[config.mk]
export PLATFORM = sky130hd
export DESIGN_NAME = kim_pipe_hazard_ctrl
export DESIGN_NICKNAME = d
export VERILOG_FILES = /design/src/rtl/kim_pipe_hazard_ctrl_pkg.sv /design/src/rtl/kim_pipe_hazard_ctrl_sat_counter.sv /design/src/rtl/kim_pipe_hazard_ctrl.sv
export SDC_FILE = /design/constraint.sdc
export NUM_CORES = 1
export LEC_CHECK = 0
export CORE_MARGIN = 2
export CORE_UTILIZATION = 30
export DETAILED_ROUTE_END_ITERATION = 6
export MAX_ROUTING_LAYER = met4
export PLACE_DENSITY = 0.57
export SLEW_MARGIN = 25
export SYNTH_ARGS = -nofsm -noshare
export SYNTH_HDL_FRONTEND = slang
export SYNTH_HIERARCHICAL = 1
export SYNTH_SLANG_ARGS = --single-unit
[constraint.sdc]
create_clock -name clk -period 4.2 [get_ports clk]
set_input_delay 0.84 -clock clk [delete_from_list [all_inputs] [get_ports clk]]
set_output_delay 0.84 -clock clk [all_outputs]
set_load 0.005 [all_outputs]
[src/rtl/kim_pipe_hazard_ctrl_pkg.sv]
// Shared types for the pipeline hazard sequencer: FSM states, priority reasons
// and the per-cycle control bundle with its decode helpers.
package kim_pipe_hazard_ctrl_pkg;

  localparam int REG_ADDR_W_DEF = 5;

  typedef enum logic [1:0] {
    ST_RUN       = 2'd0,
    ST_IMEM_WAIT = 2'd1,
    ST_DMEM_WAIT = 2'd2
  } ctrl_state_e;

  typedef enum logic [2:0] {
    PR_NONE     = 3'd0,
    PR_DMEM     = 3'd1,
    PR_REDIRECT = 3'd2,
    PR_LOAD_USE = 3'd3,
    PR_IMEM     = 3'd4
  } prio_e;

  typedef struct packed {
    logic pc_write_en;
    logic if_id_stall;
    logic if_id_flush;
    logic id_ex_bubble;
    logic ex_mem_hold;
  } ctrl_t;

  // Front end squashed, back end idle while the core is held in reset
  localparam ctrl_t CTRL_RESET = '{pc_write_en: 1'b0, if_id_stall: 1'b0, if_id_flush: 1'b1,
                                   id_ex_bubble: 1'b1, ex_mem_hold: 1'b0};

  function automatic ctrl_t ctrl_for(input prio_e reason);
    ctrl_t c;
    c = '0;
    case (reason)
      PR_DMEM: begin
        c.if_id_stall = 1'b1;
        c.ex_mem_hold = 1'b1;
      end
      PR_REDIRECT: begin
        c.pc_write_en  = 1'b1;
        c.if_id_flush  = 1'b1;
        c.id_ex_bubble = 1'b1;
      end
      PR_LOAD_USE: begin
        c.if_id_stall  = 1'b1;
        c.id_ex_bubble = 1'b1;
      end
      PR_IMEM:  c.if_id_flush = 1'b1;
      PR_NONE:  c.pc_write_en = 1'b1;
      default:  c = CTRL_RESET;
    endcase
    return c;
  endfunction

  function automatic ctrl_state_e next_state_f(input prio_e reason);
    ctrl_state_e s;
    case (reason)
      PR_DMEM: s = ST_DMEM_WAIT;
      PR_IMEM: s = ST_IMEM_WAIT;
      default: s = ST_RUN;
    endcase
    return s;
  endfunction

endpackage

[src/rtl/kim_pipe_hazard_ctrl_sat_counter.sv]
// Saturating up-counter with synchronous active-low reset; sticks at all-ones.
module kim_sat_counter #(
  parameter int WIDTH = 16
) (
  input  logic             clk,
  input  logic             rstn,
  input  logic             inc,
  output logic [WIDTH-1:0] cnt
);

  logic [WIDTH-1:0] cnt_r;

  // Count up on inc, holding once every bit is set
  always_ff @(posedge clk) begin
    if (!rstn) begin
      cnt_r <= '0;
    end else if (inc && (cnt_r != '1)) begin
      cnt_r <= cnt_r + WIDTH'(1);
    end else begin
      cnt_r <= cnt_r;
    end
  end

  assign cnt = cnt_r;

endmodule

[src/rtl/kim_pipe_hazard_ctrl.sv]
// Pipeline sequencer for the 5-stage MIPS core: same-cycle stall/flush/bubble
// decisions, a memory-wait FSM with timeout watchdog and saturating event counters.
module kim_pipe_hazard_ctrl
  import kim_pipe_hazard_ctrl_pkg::*;
#(
  parameter int REG_ADDR_W = REG_ADDR_W_DEF,
  parameter int CNT_W      = 16,
  parameter int MAX_WAIT   = 64
) (
  input  logic                  clk,
  input  logic                  rstn,
  input  logic [REG_ADDR_W-1:0] id_rs,
  input  logic [REG_ADDR_W-1:0] id_rt,
  input  logic                  id_uses_rt,
  input  logic                  ex_mem_read,
  input  logic [REG_ADDR_W-1:0] ex_rt,
  input  logic                  ex_branch_taken,
  input  logic                  ex_jump,
  input  logic                  imem_ready,
  input  logic                  dmem_req,
  input  logic                  dmem_ready,
  output logic                  pc_write_en,
  output logic                  if_id_stall,
  output logic                  if_id_flush,
  output logic                  id_ex_bubble,
  output logic                  ex_mem_hold,
  output logic [1:0]            ctrl_state,
  output logic [CNT_W-1:0]      stall_cnt,
  output logic [CNT_W-1:0]      flush_cnt,
  output logic                  timeout_err
);

  localparam int WAIT_W = $clog2(MAX_WAIT + 1);
  localparam logic [WAIT_W-1:0] WAIT_LIM = WAIT_W'(MAX_WAIT - 1);

  ctrl_state_e       state_r;
  ctrl_state_e       state_nxt_s;
  prio_e             reason_s;
  ctrl_t             ctrl_s;
  logic              load_use_s;
  logic [WAIT_W-1:0] wait_cnt_r;
  logic              timeout_err_r;

  // $zero is never a real producer, so a load targeting it cannot create a hazard
  assign load_use_s = ex_mem_read && (ex_rt != '0) &&
                      ((ex_rt == id_rs) || (id_uses_rt && (ex_rt == id_rt)));

  // Priority select: a data-memory wait freezes everything, so a branch in EX re-evaluates on release
  always_comb begin
    reason_s = PR_NONE;
    if (dmem_req && !dmem_ready) begin
      reason_s = PR_DMEM;
    end else if (ex_branch_taken || ex_jump) begin
      reason_s = PR_REDIRECT;
    end else if (load_use_s) begin
      reason_s = PR_LOAD_USE;
    end else if (!imem_ready) begin
      reason_s = PR_IMEM;
    end else begin
      reason_s = PR_NONE;
    end
  end

  // Control decode, overridden while reset is held low
  always_comb begin
    ctrl_s      = CTRL_RESET;
    state_nxt_s = next_state_f(reason_s);
    if (rstn) begin
      ctrl_s = ctrl_for(reason_s);
    end else begin
      ctrl_s = CTRL_RESET;
    end
  end

  assign pc_write_en  = ctrl_s.pc_write_en;
  assign if_id_stall  = ctrl_s.if_id_stall;
  assign if_id_flush  = ctrl_s.if_id_flush;
  assign id_ex_bubble = ctrl_s.id_ex_bubble;
  assign ex_mem_hold  = ctrl_s.ex_mem_hold;

  // Wait FSM and watchdog; the counter stops at the limit once the error is latched
  always_ff @(posedge clk) begin
    if (!rstn) begin
      state_r       <= ST_RUN;
      wait_cnt_r    <= '0;
      timeout_err_r <= 1'b0;
    end else begin
      state_r <= state_nxt_s;
      if ((state_r != ST_RUN) && (state_nxt_s == state_r)) begin
        if (wait_cnt_r == WAIT_LIM) begin
          timeout_err_r <= 1'b1;
        end else begin
          wait_cnt_r <= wait_cnt_r + WAIT_W'(1);
        end
      end else begin
        wait_cnt_r <= '0;
      end
    end
  end

  assign ctrl_state  = state_r;
  assign timeout_err = timeout_err_r;

  kim_sat_counter #(.WIDTH(CNT_W)) u_stall_cnt (
    .clk  (clk),
    .rstn (rstn),
    .inc  (rstn && !ctrl_s.pc_write_en),
    .cnt  (stall_cnt)
  );

  kim_sat_counter #(.WIDTH(CNT_W)) u_flush_cnt (
    .clk  (clk),
    .rstn (rstn),
    .inc  (rstn && (reason_s == PR_REDIRECT)),
    .cnt  (flush_cnt)
  );

endmodule

**Word-level counts from Yosys, hierarchy flattened**

Cells that the tools add are included.

- Equal/unequal tests: 10
- Muxes and demuxes: 11
- Add/subtract/negate cells: 3
- Reductions and logical operators: 22

Operators by type and width:

| operator | number |
|---|---|
| $add 16x1->16 const B | 2 |
| $ne 16x16->1 const B | 2 |
| $mux 3 | 4 |
| $eq 5x5->1 | 2 |
| $logic_and 1x1->1 | 9 |
| $add 7x1->7 const B | 1 |
| $eq 7x6->1 const B | 1 |
| $eq 3x2->1 const B | 2 |
| $reduce_or 3->1 | 2 |
| $mux 1 | 5 |
| $mux 5 | 1 |
| $reduce_bool 5->1 | 1 |
| $pmux 2 s2 | 1 |
| $reduce_and 2->1 | 2 |
| $reduce_or 2->1 | 2 |
| $eq 3x1->1 const B | 1 |
| $eq 3x3->1 const B | 1 |
| $logic_not 3->1 | 1 |
| $eq 2x2->1 | 1 |
| $logic_not 1->1 | 2 |
| $logic_or 1x1->1 | 2 |
| $reduce_bool 2->1 | 1 |

- Output and inout bits: 40
- Bits in registers: 42

**Depth between registers and ports, before layout**

- Word-level depth: 14
- Depth in mapped cells: 9
- Depth with buffers taken out: 9

**Hierarchy**

The synthesis kept the hierarchy.

By module, submodules not included:

| module | area each (um2) | times used | cells each |
|---|---|---|---|
| kim_sat_counter | 837.1 | 2 | 97 |
| kim_pipe_hazard_ctrl | 698.2 | 1 | 78 |

**Worst setup path after synthesis**

OpenSTA, ideal clock, no wires.

- Kind: in2reg
- From: input ex_rt[3]
- To: register u_stall_cnt.cnt_r[7] (netlist: u_stall_cnt/cnt[7])
- Library setup time: 71 ps
- Cell stages on the path: 8
- Arrival: 2647 ps
- Setup slack: 1482 ps
- Data required time: 4129 ps
- Path through: xor2_1 nor4_2 a32oi_2 o21ai_1 a31o_2 nand2_1 or4_1 a21oi_1

- Word-level cells in the longest chain between the ends: 14
- Elaborated cells between the ends (all ways): 18
- Those cells by class: 3 x eq/ne; 5 x mux; 10 x reduce/logical

RTL lines:

| what | RTL line | RTL |
|---|---|---|
| start, declared | kim_pipe_hazard_ctrl.sv:16 | `input logic [REG_ADDR_W-1:0] ex_rt,` |
| $eq 5x5->1 | kim_pipe_hazard_ctrl.sv:46 | `((ex_rt == id_rs) \|\| (id_uses_rt && (ex_rt == id_rt)));` |
| $logic_and 1x1->1 | kim_pipe_hazard_ctrl.sv:46 |  |
| $logic_or 1x1->1 | kim_pipe_hazard_ctrl.sv:46 |  |
| $logic_and 1x1->1 * | kim_pipe_hazard_ctrl.sv:45 | `assign load_use_s = ex_mem_read && (ex_rt != '0) &&` |
| $mux 3 * | kim_pipe_hazard_ctrl.sv:55 | `end else if (load_use_s) begin` |
| $mux 3 * | kim_pipe_hazard_ctrl.sv:53 | `end else if (ex_branch_taken \|\| ex_jump) begin` |
| $mux 3 * | kim_pipe_hazard_ctrl.sv:51 | `if (dmem_req && !dmem_ready) begin` |
| $eq 3x2->1 or $logic_not 3->1 (tied branches) | kim_pipe_hazard_ctrl_pkg.sv:36 | `case (reason)` |
| $reduce_or 2->1 (no line) * | -- |  |
| $mux 1 * | kim_pipe_hazard_ctrl_pkg.sv:36 |  |
| $mux 5 * | kim_pipe_hazard_ctrl.sv:68 | `if (rstn) begin` |
| $logic_not 1->1 * | kim_pipe_hazard_ctrl.sv:107 | `.inc (rstn && !ctrl_s.pc_write_en),` |
| $logic_and 1x1->1 * | kim_pipe_hazard_ctrl.sv:107 |  |
| $logic_and 1x1->1 * | kim_pipe_hazard_ctrl_sat_counter.sv:17 | `end else if (inc && (cnt_r != '1)) begin` |
| end signal, assigned | kim_pipe_hazard_ctrl_sat_counter.sv:18 | `cnt_r <= cnt_r + WIDTH'(1);` |
| end signal, assigned | kim_pipe_hazard_ctrl_sat_counter.sv:20 | `cnt_r <= cnt_r;` |
| end, declared | kim_pipe_hazard_ctrl_sat_counter.sv:11 | `logic [WIDTH-1:0] cnt_r;` |

Mark *: on every way between the ends. The rest lies on a longest branch, timed or not.
A chain may end at the register's enable or synchronous reset.

**Worst setup path after layout**

- From: input ex_rt[1]
- To: output if_id_flush

- Word-level cells in the longest chain between the ends: 11
- Elaborated cells between the ends (all ways): 16
- Those cells by class: 4 x eq/ne; 5 x mux; 7 x reduce/logical

RTL lines:

| what | RTL line | RTL |
|---|---|---|
| $eq 5x5->1 | kim_pipe_hazard_ctrl.sv:46 |  |
| $logic_and 1x1->1 | kim_pipe_hazard_ctrl.sv:46 |  |
| $logic_or 1x1->1 | kim_pipe_hazard_ctrl.sv:46 |  |
| $logic_and 1x1->1 * | kim_pipe_hazard_ctrl.sv:45 |  |
| $mux 3 * | kim_pipe_hazard_ctrl.sv:55 |  |
| $mux 3 * | kim_pipe_hazard_ctrl.sv:53 |  |
| $mux 3 * | kim_pipe_hazard_ctrl.sv:51 |  |
| $eq 3x1->1, or another cell as far along | kim_pipe_hazard_ctrl_pkg.sv:36 |  |
| $reduce_or 3->1 (no line) * | -- |  |
| $mux 1 * | kim_pipe_hazard_ctrl_pkg.sv:36 |  |
| $mux 5 * | kim_pipe_hazard_ctrl.sv:68 |  |
| end, declared | kim_pipe_hazard_ctrl.sv:24 | `output logic if_id_flush,` |

Marked as above.

==> results.sh <==
export IMPL_hp_class="flip-flop to flip-flop"
export IMPL_syn_avg_cell_area_sq_um=8.72
export IMPL_finalSetupViolations=0
export IMPL_post_route_min_period_ps=3800
export IMPL_synth_nets=299
export IMPL_grt_max_degree=15
export IMPL_die_area_sq_um=8640
export IMPL_period_share=0.904
export IMPL_ctsResizeCount=0
export IMPL_drv_cap=0
export IMPL_finClkSkew_ps=9.31
export IMPL_grt_usage=0.148
export IMPL_ys_seq_area_frac=0.354
export IMPL_dp_hpwl_um=4350
export IMPL_cts_clk_slew_worst_paths_ps=70
export IMPL_final_area_sq_um=3190
export IMPL_required_ps=3360
export IMPL_cts_root_buf="clkbuf_8"
export IMPL_p_leak_nw=1.03
export IMPL_ys_warn_count=6
export IMPL_fp_coreArea_sq_um=7690
export IMPL_worstMarginPinSlew_ps=577
export IMPL_synth_xor_area_frac=0.0591
export IMPL_synthCells=272
export IMPL_crit_fanout=3
export IMPL_initialDrtViolationCount=64
export IMPL_synth_cell_types=48
export IMPL_hold_viol=0
export IMPL_slew_violations=0
export IMPL_p_total_w=0.000732
export IMPL_worstSetupEndpointType="output pin"
export IMPL_synth_simple_area_share=0.334
export IMPL_grt_first_pass_wirelength_um=10200
export IMPL_postCtsSetupRepairBufs=0
export IMPL_clock_path_buffers=2
export IMPL_dp_cells=433
export IMPL_start_kind="primary input"
export IMPL_overflow=0
export IMPL_clk_latency_ps=290
export IMPL_synth_edf_count=0
export IMPL_fin_tns_setup_ps=0
export IMPL_placedInstanceArea_sq_um=3110
export IMPL_crit_arrival_ps=2960
export IMPL_synth_flop_cell="dfxtp_1"
export IMPL_async_flop_share=0
export IMPL_maxSlewHeadroom=0.610
export IMPL_fp_dieW_um=92.9
export IMPL_worst_setup_path_type="primary input to output pin"
export IMPL_route_detailed_drc=0
export IMPL_utilization=0.415
export IMPL_pin_count=64
export IMPL_syn_area_sq_um=2370
export IMPL_outcome="complete, no violations"
export IMPL_viasPerCell=5.18
export IMPL_cts_buffers=5
export IMPL_ant_nets=0
export IMPL_stdcell_count=440
export IMPL_port_buffers=63
export IMPL_nNetsFinal=365
export IMPL_vias=2280
export IMPL_area_delta_synth_final_pct=34.5
export IMPL_ys_ff_latch=42
export IMPL_routed_wl_um=5900
export IMPL_drive_above_1_share=0.0799
export IMPL_synth_top_family_by_area="simple AND/OR/NAND/NOR gates"
export IMPL_power_density_nw_per_um2=230
export IMPL_synthAdderAreaFrac=0.0158
export IMPL_place_congestion=0.788
export IMPL_synth_mux_area_frac=0.0295
export IMPL_vdd_ir_drop_max_v=0.000118
export IMPL_cts_tree="built"
export IMPL_num_rows=32
export IMPL_synth_compound_area_share=0.177
export IMPL_dr_pass1_iters=4
export IMPL_die_height_um=92.9
export IMPL_routedWlPerCell_um=13.4
export IMPL_start_util=0.309
export IMPL_grt_pass1_vias=2152
export IMPL_grt_setup_unrepaired="no"
export IMPL_hold_buffers=0
export IMPL_clock_sinks=42
export IMPL_fmax_mhz=263
export IMPL_htree_levels=2
export IMPL_n_antenna_cell=0
export IMPL_antenna_found_initial=0
## cell usage after synthesis, types with 3 or more instances
cell,instances,area (sq um)
a21oi_1,20,100
and4_1,7,61.3
clkbuf_1,4,15.0
dfxtp_1,42,841
ha_1,3,37.5
inv_1,8,30.0
mux2i_1,7,70.1
nand2_1,25,93.8
nand2b_1,5,31.3
nand3_1,15,75.1
nand3b_1,3,22.5
nand4_1,6,37.5
nor2_1,19,71.3
nor3_1,6,30.0
nor3b_1,3,22.5
nor4_1,6,37.5
nor4_2,3,37.5
o21ai_0,10,50.1
o21ai_1,3,15.0
o31ai_1,10,75.1
or3_1,5,31.3
or4_1,10,75.1
xnor2_1,4,35.0
xor2_1,12,105
## where the power goes
part | total [W] | internal (W) | switching (W)
Clock | 0.000249 | 0.000112 | 0.000137
Combinational | 0.0000787 | 0.0000427 | 0.0000360
Sequential | 0.000404 | 0.000401 | 0.00000363
## layout make-up
| type | count | area (sq um) |
|---|---|---|
| fill | 783 | 4500 |
| multi-input combinational | 215 | 1460 |
| sequential | 42 | 841 |
| timing repair buffer | 66 | 653 |
| tap | 102 | 128 |
| clock buffer | 5 | 68.8 |
| inverter | 8 | 30.0 |
| clock inverter | 2 | 10.0 |
## cell usage in the layout (no fill, tap or decap), types with 4 or more instances in the layout
cell and count:
xnor2_1 4, or3_1 5, dfxtp_1 42, clkbuf_8 5, clkdlybuf4s50_1 63, o21ai_0 10
and4_1 7, nand3_1 15, xor2_1 12, nor4_1 6, mux2i_1 7, nand4_1 6
or4_1 10, nor2_1 19, a21oi_1 20, o31ai_1 10, nand2_1 25, inv_1 8
nand2b_1 5, nor3_1 6
## stage by stage
stage	setup slack, ps	hold slack (ps)
CTS	348	429
global placement	381	416
floorplan	1480	406
global route	230	455
detailed placement	346	417
finish	403	428
## path summary, 6_finish.rpt
check	startpoint	to	slack, ps	depth (start not counted)
max	ex_rt[1]	if_id_flush	400	6
min	wait_cnt_r[6]	wait_cnt_r[6]	430	2
max reg2reg	u_stall_cnt/cnt[0]	u_stall_cnt/cnt[7]	2390	6
min reg2reg	wait_cnt_r[6]	wait_cnt_r[6]	430	2
## flip-flops by register name, summed over array words and instances (netlist names)
register,flops
u_flush_cnt/cnt,16
u_stall_cnt/cnt,16
wait_cnt_r,7
ctrl_state,2
timeout_err,1
## kinds of logic (layout without fill, tap and decap cells)
kind of cell    count (synthesis)  in the layout
buf+inv                        15             81
fa+ha+maj                       3              3
compound gates                 61             61
simple gates                  128            128
flops                          42             42
mux                             7              7
xor+xnor                       16             16
## metal layers
| layer | part of all wire | wire length [um] | track usage |
|---|---|---|---|
| met1 | 0.50 | 2960 | 0.197 |
| met3 | 0.035 | 206 | 0.0285 |
| met2 | 0.44 | 2590 | 0.219 |
| met4 | 0.024 | 142 | 0.0588 |
| met5 | 0 | 0 | - |
## worst max-delay path, stage by stage
cell and delay [ps]:
clkdlybuf4s50_1 470, or4_4 560, o21ai_1 240, o21bai_1 90, a31oi_1 220, clkdlybuf4s50_1 530
Power figures use the tool's default switching activity.
